**src/rtl/waveform_meter.sv**
```systemverilog
// Window-based measurement of an unsigned sample stream: max, min, peak-to-peak
// and the period between rising midpoint crossings (with hysteresis).
module waveform_meter #(
    parameter int DATA_W = 8,
    parameter int WINDOW = 1024,
    parameter int PER_W  = 16,
    parameter int HYST   = 4
) (
    input  logic              clk,
    input  logic              rst,
    input  logic              sample_valid,
    input  logic [DATA_W-1:0] sample_in,
    output logic              meas_valid,
    output logic [DATA_W-1:0] max_out,
    output logic [DATA_W-1:0] min_out,
    output logic [DATA_W-1:0] pk2pk_out,
    output logic [PER_W-1:0]  period_out,
    output logic              no_signal
);

    localparam int WIN_W = (WINDOW > 2) ? $clog2(WINDOW) : 1;
    localparam logic [WIN_W-1:0]  WIN_LAST = WIN_W'(WINDOW - 1);
    localparam logic [DATA_W:0]   HYST_X   = (DATA_W + 1)'(HYST);
    localparam logic [DATA_W:0]   MAX_X    = {1'b0, {DATA_W{1'b1}}};
    localparam logic [DATA_W-1:0] MID_RST  = {1'b1, {(DATA_W - 1){1'b0}}};

    typedef enum logic {UNARMED, ARMED} xstate_t;

    xstate_t           state, state_next;
    logic [WIN_W-1:0]  win_cnt;
    logic [DATA_W-1:0] run_max, run_min, mid;
    logic [1:0]        cross_cnt;
    logic [PER_W-1:0]  per_cnt, cand_period;

    logic              pend, pend_sig;
    logic [DATA_W-1:0] pend_max, pend_min;
    logic [PER_W-1:0]  pend_period;

    logic [DATA_W:0]   samp_ext, mid_ext, lo, hi, hi_raw, mid_sum;
    logic [DATA_W-1:0] max_next, min_next;
    logic [PER_W-1:0]  per_plus, cand_next;
    logic [1:0]        cross_next;
    logic              crossing, win_end;

    // Thresholds are widened by one bit so the hysteresis band clamps instead of wrapping.
    always_comb begin
        samp_ext = {1'b0, sample_in};
        mid_ext  = {1'b0, mid};
        lo       = (mid_ext >= HYST_X) ? mid_ext - HYST_X : '0;
        hi_raw   = mid_ext + HYST_X;
        hi       = (hi_raw > MAX_X) ? MAX_X : hi_raw;
        mid_sum  = {1'b0, pend_max} + {1'b0, pend_min};
    end

    // Crossing detector: arm below lo, report a rising crossing on reaching hi.
    always_comb begin
        state_next = state;
        crossing   = 1'b0;
        if (sample_valid) begin
            case (state)
                UNARMED: if (samp_ext < lo) state_next = ARMED;
                ARMED: begin
                    if (samp_ext >= hi) begin
                        state_next = UNARMED;
                        crossing   = 1'b1;
                    end
                end
                default: state_next = UNARMED;
            endcase
        end
    end

    always_ff @(posedge clk) begin
        if (rst) state <= UNARMED;
        else     state <= state_next;
    end

    // Values including the current sample; the window's last sample is folded in here.
    always_comb begin
        max_next   = (sample_in > run_max) ? sample_in : run_max;
        min_next   = (sample_in < run_min) ? sample_in : run_min;
        per_plus   = (per_cnt == '1) ? per_cnt : per_cnt + 1'b1;
        cand_next  = (crossing && cross_cnt != 2'd0) ? per_plus : cand_period;
        cross_next = (crossing && cross_cnt != 2'd2) ? cross_cnt + 2'd1 : cross_cnt;
        win_end    = sample_valid && (win_cnt == WIN_LAST);
    end

    // Window results are staged in pend_* so the next window can start on the very next sample.
    always_ff @(posedge clk) begin
        if (rst) begin
            win_cnt     <= '0;
            run_max     <= '0;
            run_min     <= '1;
            cross_cnt   <= '0;
            per_cnt     <= '0;
            cand_period <= '0;
            mid         <= MID_RST;
            pend        <= 1'b0;
            pend_sig    <= 1'b0;
            pend_max    <= '0;
            pend_min    <= '0;
            pend_period <= '0;
            meas_valid  <= 1'b0;
            max_out     <= '0;
            min_out     <= '0;
            pk2pk_out   <= '0;
            period_out  <= '0;
            no_signal   <= 1'b0;
        end else begin
            meas_valid <= pend;
            if (pend) begin
                pend       <= 1'b0;
                max_out    <= pend_max;
                min_out    <= pend_min;
                pk2pk_out  <= pend_max - pend_min;
                period_out <= pend_sig ? pend_period : '0;
                no_signal  <= !pend_sig;
                mid        <= DATA_W'(mid_sum >> 1);
            end
            if (sample_valid) begin
                per_cnt     <= crossing ? '0 : per_plus;
                cand_period <= cand_next;
                if (win_end) begin
                    pend        <= 1'b1;
                    pend_max    <= max_next;
                    pend_min    <= min_next;
                    pend_period <= cand_next;
                    pend_sig    <= (cross_next == 2'd2);
                    win_cnt     <= '0;
                    run_max     <= '0;
                    run_min     <= '1;
                    cross_cnt   <= '0;
                end else begin
                    win_cnt   <= win_cnt + 1'b1;
                    run_max   <= max_next;
                    run_min   <= min_next;
                    cross_cnt <= cross_next;
                end
            end
        end
    end

endmodule

```
**config.mk**
```make
export PLATFORM = sky130hd
export DESIGN_NAME = waveform_meter
export DESIGN_NICKNAME = d
export VERILOG_FILES = /design/src/rtl/waveform_meter.sv
export SDC_FILE = /design/constraint.sdc
export NUM_CORES = 1
export LEC_CHECK = 0
export ABC_AREA = 0
export BUFFER_PORTS_ARGS = -buffer_cell sky130_fd_sc_hd__buf_2
export CORE_ASPECT_RATIO = 1.5
export CORE_MARGIN = 8
export CORE_UTILIZATION = 50
export CTS_CLUSTER_SIZE = 12
export DETAILED_ROUTE_END_ITERATION = 8
export MAX_ROUTING_LAYER = met4
export PLACE_DENSITY = 0.71
export SLEW_MARGIN = 10
export SYNTH_ARGS = -nofsm -noshare
export SYNTH_HDL_FRONTEND = slang
export SYNTH_SLANG_ARGS = --single-unit
```
**constraint.sdc**
```tcl
create_clock -name clk -period 3.1 [get_ports clk]
set_clock_uncertainty 0.2 [all_clocks]
set_input_delay 0.31 -clock clk [delete_from_list [all_inputs] [get_ports clk]]
set_output_delay 0.31 -clock clk [all_outputs]
set_load 0.02 [all_outputs]
```
---- Word-level counts from Yosys, hierarchy flattened ----
Index checks and enable logic that the tools add are counted.
W data, S select, Z words.
cells by class
  bitwise gates (word level) .............. 2
  multiplexer cells ....................... 20
  add/subtract/negate cells ............... 7
  magnitude comparators ................... 6
  eq/ne operators ......................... 4
  reductions and logical operators ........ 7
operator list
  kind                     number
  $mux W16                 4
  $mux W8                  4
  $mux W9                  2
  $add A16 B1 Y16 const B  1
  $eq A16 B16 Y1 const B   1
  $add A10 B1 Y10 const B  1
  $eq A10 B10 Y1 const B   1
  $mux W10                 1
  $add A8 B3 Y9 const B    1
  $add A8 B8 Y9            1
  $ge A8 B9 Y1             1
  $gt A9 B8 Y1 const B     1
  $lt A8 B9 Y1             1
  $sub A8 B3 Y9 const B    1
  $ge A8 B3 Y1 const B     1
  $gt A8 B8 Y1             1
  $lt A8 B8 Y1             1
  $sub A8 B8 Y8            1
  $mux W1                  6
  $mux W2                  2
  $logic_and A1 B1 Y1      3
  $add A2 B1 Y2 const B    1
  $eq A2 B2 Y1 const B     1
  $ne A2 B2 Y1 const B     1
  other kinds (6)          7
storage, ports and cells
  word-level logic and storage cells ...... 65
  output and inout port bits .............. 42
  register bits after elaboration ......... 145
  input port bits ......................... 11

---- Longest topological paths before layout ----
  depth in word-level cells ............... 10
  depth in mapped cells ................... 14
  gate-level depth less buffers ........... 11

---- Worst setup path after synthesis ----
Ideal clock, no wire load.
  path kind ............................... register to register
  from .................................... register mid[4]
  to ...................................... register pend_period[15]
  arrival time ............................ 2.874 ns
  library setup time ...................... 0.079 ns
  path slack .............................. -0.053 ns
  required time ........................... 2.821 ns
  buffers on the path ..................... 1
  period minus slack after synthesis ...... 3.153 ns
  stages on the path, launching flop included .. 13
  cells stage by stage .................... dfxtp_1 clkbuf_1 nand3_1 or3_1 xnor2_1 nor2_1 ha_1 and3_1 nand3_1 o21a_2 nor3_4 mux2_2 a211oi_2
between the ends
  longest elaborated chain between the ends .. 9
ends and longest elaborated chain
  item                      line  source
  start: declaration        31    logic [DATA_W-1:0] run_max, run_min, mid;
  start signal: assignment  118   mid <= DATA_W'(mid_sum >> 1);
  $add A8 B3 Y9 *           50    hi_raw = mid_ext + HYST_X;
  $gt A9 B8 Y1              51    hi = (hi_raw > MAX_X) ? MAX_X : hi_raw;
  $mux W9 *                 51
  $ge A8 B9 Y1 *            63    if (samp_ext >= hi) begin
  $mux W1 *                 63
  $mux W1 *                 60    case (state)
  $mux W1 *                 59    if (sample_valid) begin
  $logic_and A1 B1 Y1 *     83    cand_next = (crossing && cross_cnt != 2'd0) ? per_plus : cand_period;
  $mux W16 *                83
  end signal: assignment    127   pend_period <= cand_next;
  end: declaration          37    logic [PER_W-1:0] pend_period;
Every way passes the cells marked *; elsewhere a longest branch is shown, timed or not.
A chain may end at the register's enable or synchronous reset.

---- Worst setup path after layout ----
  from .................................... register mid[4]
  to ...................................... register pend_period[12]
The elaborated chain is that of the path after synthesis.

==> run summary <==
The net count of the finished layout is 956. Among cell families on the critical path, the largest total delay comes from simple AND/OR/NAND/NOR gates. In this design, the stage delay of the slowest critical-path cell is 0.35 ns.

After synthesis, the share of flip-flops with an asynchronous set or reset is 0%. For this run, the detailed router's first-pass iteration total came to 5. TritonCTS built the clock tree.

The clock transition at the register clock pins on the worst setup and hold paths after CTS came out at 0.06 ns. At the worst endpoint, the required time is 3.25 ns. In this run the critical register-to-register path is launched from mid[4]$_SDFFE_PP0P_.

The count of final max-slew check failures came to 0. The largest individual stage delay along the critical path comes from the cell dfxtp_1. In this run the cell area of the synthesized design comes to 7150 sq um. The post-detailed-route wirelength per cell came out at 16.8 um. The final cycle utilization of the critical path came out at 98.1%. The largest voltage drop on the vdd net is 389 uV.

The remaining design rule violation count came out at 0. The max-slew headroom at the worst pin came out at 45.7%. The cell sitting at the root of the clock tree is a clkbuf_16.

The total area of sequential cells is 2910 sq um. The x dimension of the die came out at 114 um. The top-level port count came out at 53. The worst setup path is captured at a flop. The data arrival time of the critical path is 3.19 ns. Leaving out fill and tap cells, the most frequent cells in the layout are 140 x dfxtp_1, 97 x nor2_1, 55 x nand2_1. The count of clock tree sinks is 145. The half-perimeter wire length of the detailed placement result is 13.2 mm. The number of synthesized flops with an enable pin came out at 0.

Of the total power, the share spent switching nets is 25.1%. The most instantiated flip-flop cell in the synthesis netlist is dfxtp_1. The wire length on met3 came out at 745 um.

For the finished layout, the period the worst path requires is 3.04 ns. The DRC marker count from the first detailed-route iteration came out at 328. The initial core utilization came out at 51.1%. The highest net fanout along the worst path is 6. The area enclosed by the die boundary came out at 18,500 sq um.

The run finished with clean final reports. The critical path goes through nand3_2 -> or3_1 -> xnor2_1 -> nor2_1 -> ha_1 -> and3_4 -> nand3_2 -> o21a_2 -> nor3_4 -> buf_12 -> buf_4 -> mux2_2 -> o21ai_1. Sequential cells account for 44.2% of the total power. The pin count of the biggest net entering global routing came out at 75.

The number of diodes came out at 0. The maximum number of buffers from clock root to sink is 2. Setup violations remaining at the end of the flow were counted as 0. The routed length on met2 is 9.75 mm. The number of input and output port buffers inserted came out at 52. The fmax is 329 MHz. Clock tree synthesis inserted a total of 17 buffers. By startpoint and endpoint, the worst setup path is classified as reg -> reg. In this run the remaining antenna-violating nets after routing total 0.

The leakage power summed over all cells is 3.51 nW. The transition time at the pin with the least slew margin is 0.814 ns. The worst path buffer plus inverter count is 2. The post-synthesis sequential element count came out at 145. The part of the power in combinational logic is 6.9%. The area share of the leading cell type in the synthesized netlist is 40.6%.

The final hold violation count came out at 0. For this run, the total global-route usage over all layers was measured as 20.9%. The routability congestion estimate from global placement came out at 0.895.

The count of unique library cells instantiated by Yosys is 62. The post-synthesis cell type with the largest combined area is dfxtp_1. The commonest non-fill, non-tap cell in the layout is dfxtp_1.

Using the TritonRoute via totals, the vias-per-cell ratio works out to 5.60. The number of H-tree levels is 4. Synthesis produced a netlist with a net count of 877.

For this run the aggregate overflow at the end of global routing stands at 0. Max-cap violations in this run came to 0. The accumulated negative setup slack came out at 0 ns.

The highest routed metal layer is met4. The total of fill cells in the finished design is 1,195. The switching power total came out at 1.08 mW.

Counting stages on the worst path, the most repeated cell is nand3_2. The share of final-layout standard cells stronger than drive strength 1 came out at 18.8%. The total power per unit cell area is 505 nW/um^2.

By area the synthesized netlist is led by dfxtp_1 41%, ha_1 9.1%, nor2_1 5.1%. The region available for standard cell placement spans 14,000 sq um. The synthesis warning total is 0. Tracing the worst setup path back leads to its startpoint at mid[4]$_SDFFE_PP0P_. The first-pass GRT wire length is 30.1 mm. After synthesis, flip-flops and latches occupy 40.6% of the total area. The share of total power dissipated in the clock network is 48.9%.

The number of placement rows came out at 53. The worst hold path begins at sample_in[5]. For this block, wires on met1 add up to 7.21 mm. The number of global-route vias before repair is 5,992. The average size of a mapped cell is 8.81 sq um. The instance count of the mapped netlist came out at 812. The source-to-sink clock delay at the later pin of the worst-skew pair came out at 0.42 ns. The internal power of the cells totals 3.23 mW. The worst-case hold slack is 0.0405 ns. The count of vias placed by the detailed router came out at 6,135. Compared with the post-synthesis result, the final layout area differs by 19.5%.

The total length of routed wires is 18.4 mm. In the final layout, the multi-input gates occupy 3980 sq um. The vertical extent of the die is 162 um. STA classifies the critical path startpoint as a flop.

The initial antenna violation count came out at 0. The class of the worst hold path is in -> reg.
power groups by stage:
stage / Combinational [mW] / Sequential (mW) / Clock (mW)
3_3_place_gp: 0.284 / 1.95 / 0
6_report: 0.296 / 1.91 / 2.11
5_1_grt: 0.325 / 1.91 / 2.22
2_1_floorplan: 0.193 / 1.94 / 0
3_5_place_dp: 0.285 / 1.95 / 0
4_1_cts: 0.291 / 1.91 / 2.13
sequential cells by signal, indices dropped and copies added (netlist names), 10 cells and up:
name / count
cand_period: 16
pend_period: 16
per_cnt: 16
period_out: 16
win_cnt: 10
synth_stat cells, types with 13 or more instances:
| library cell | n |
|---|---|
| inv_1 | 44 |
| a31oi_1 | 14 |
| dfxtp_1 | 145 |
| nand3_1 | 44 |
| a22oi_1 | 15 |
| xnor2_1 | 15 |
| xor2_1 | 16 |
| nand2_1 | 55 |
| clkbuf_1 | 24 |
| ha_1 | 52 |
| nor2_1 | 97 |
| a22o_1 | 14 |
| nand4_1 | 13 |
| o21ai_0 | 51 |
| mux2i_1 | 33 |
| a211oi_1 | 19 |
| a21oi_1 | 31 |
per-stage QoR:
| step | setup slack, ns | power [mW] | utilization (%) | area [sq um] | std cells |
|---|---|---|---|---|---|
| after global placement | -0.183 | 2.23 | 55.4 | 7760 | 1053 |
| after floorplan | 0.0389 | 2.14 | - | 7150 | 812 |
| final | 0.0602 | 4.32 | 61.1 | 8540 | 1096 |
| after global routing | -0.0658 | 4.46 | 61.1 | 8540 | 1096 |
| after CTS | 0.0693 | 4.33 | 60.2 | 8420 | 1090 |
| after detailed placement | -0.214 | 2.24 | 55.4 | 7760 | 1053 |
area by class of cell:
class	instances	share of cell area (%)
well taps	192	2.81
clock buffers	18	5.14
flip-flops and latches	145	34.1
multi-input cells	584	46.6
repair buffers	98	7.47
clock inverters	14	1.98
inverters	45	1.98
timing repair:
| item | CTS | global route |
|---|---|---|
| resized for setup | 0 | 20 |
| pin swaps | 1 | 7 |
| endpoints found under the hold margin | 1 | 0 |
| hold buffers | 1 | 0 |
| gates cloned | 0 | 1 |
| endpoints found under the setup margin | 27 | 20 |
| buffers inserted | 4 | 5 |
kinds of logic (layout without fill, tap and decap cells):
kind of cell / after synthesis / count (layout) / share of synthesized area, %
xor gates and xnor gates: 31 / 31 / 3.80
adders and majority gates: 54 / 54 / 9.66
AOI/OAI and AO/OA: 194 / 194 / 18.1
DFF: 145 / 145 / 40.6
and+or+nand+nor: 265 / 265 / 17.5
buffers and inverters: 83 / 175 / 4.65
muxes: 40 / 40 / 5.72
final timing paths:
path / end / slack [ns] / cells after the start
min reg2reg: pend_period[13]$_SDFFE_PP0P_ / 0.25 / 2
max: pend_period[12]$_SDFFE_PP0P_ / 0.06 / 13
min: run_min[5]$_SDFFE_PP1P_ / 0.04 / 2
max reg2reg: pend_period[12]$_SDFFE_PP0P_ / 0.06 / 13
metal layers:
| metal | up-vias | track usage, % |
|---|---|---|
| li1 | 3060 | - |
| met1 | 2890 | 21.5 |
| met2 | 138 | 36.6 |
| met3 | 47 | 3.86 |
| met4 | 0 | 11.7 |
| met5 | - | - |
Power figures use the tool's default switching activity.
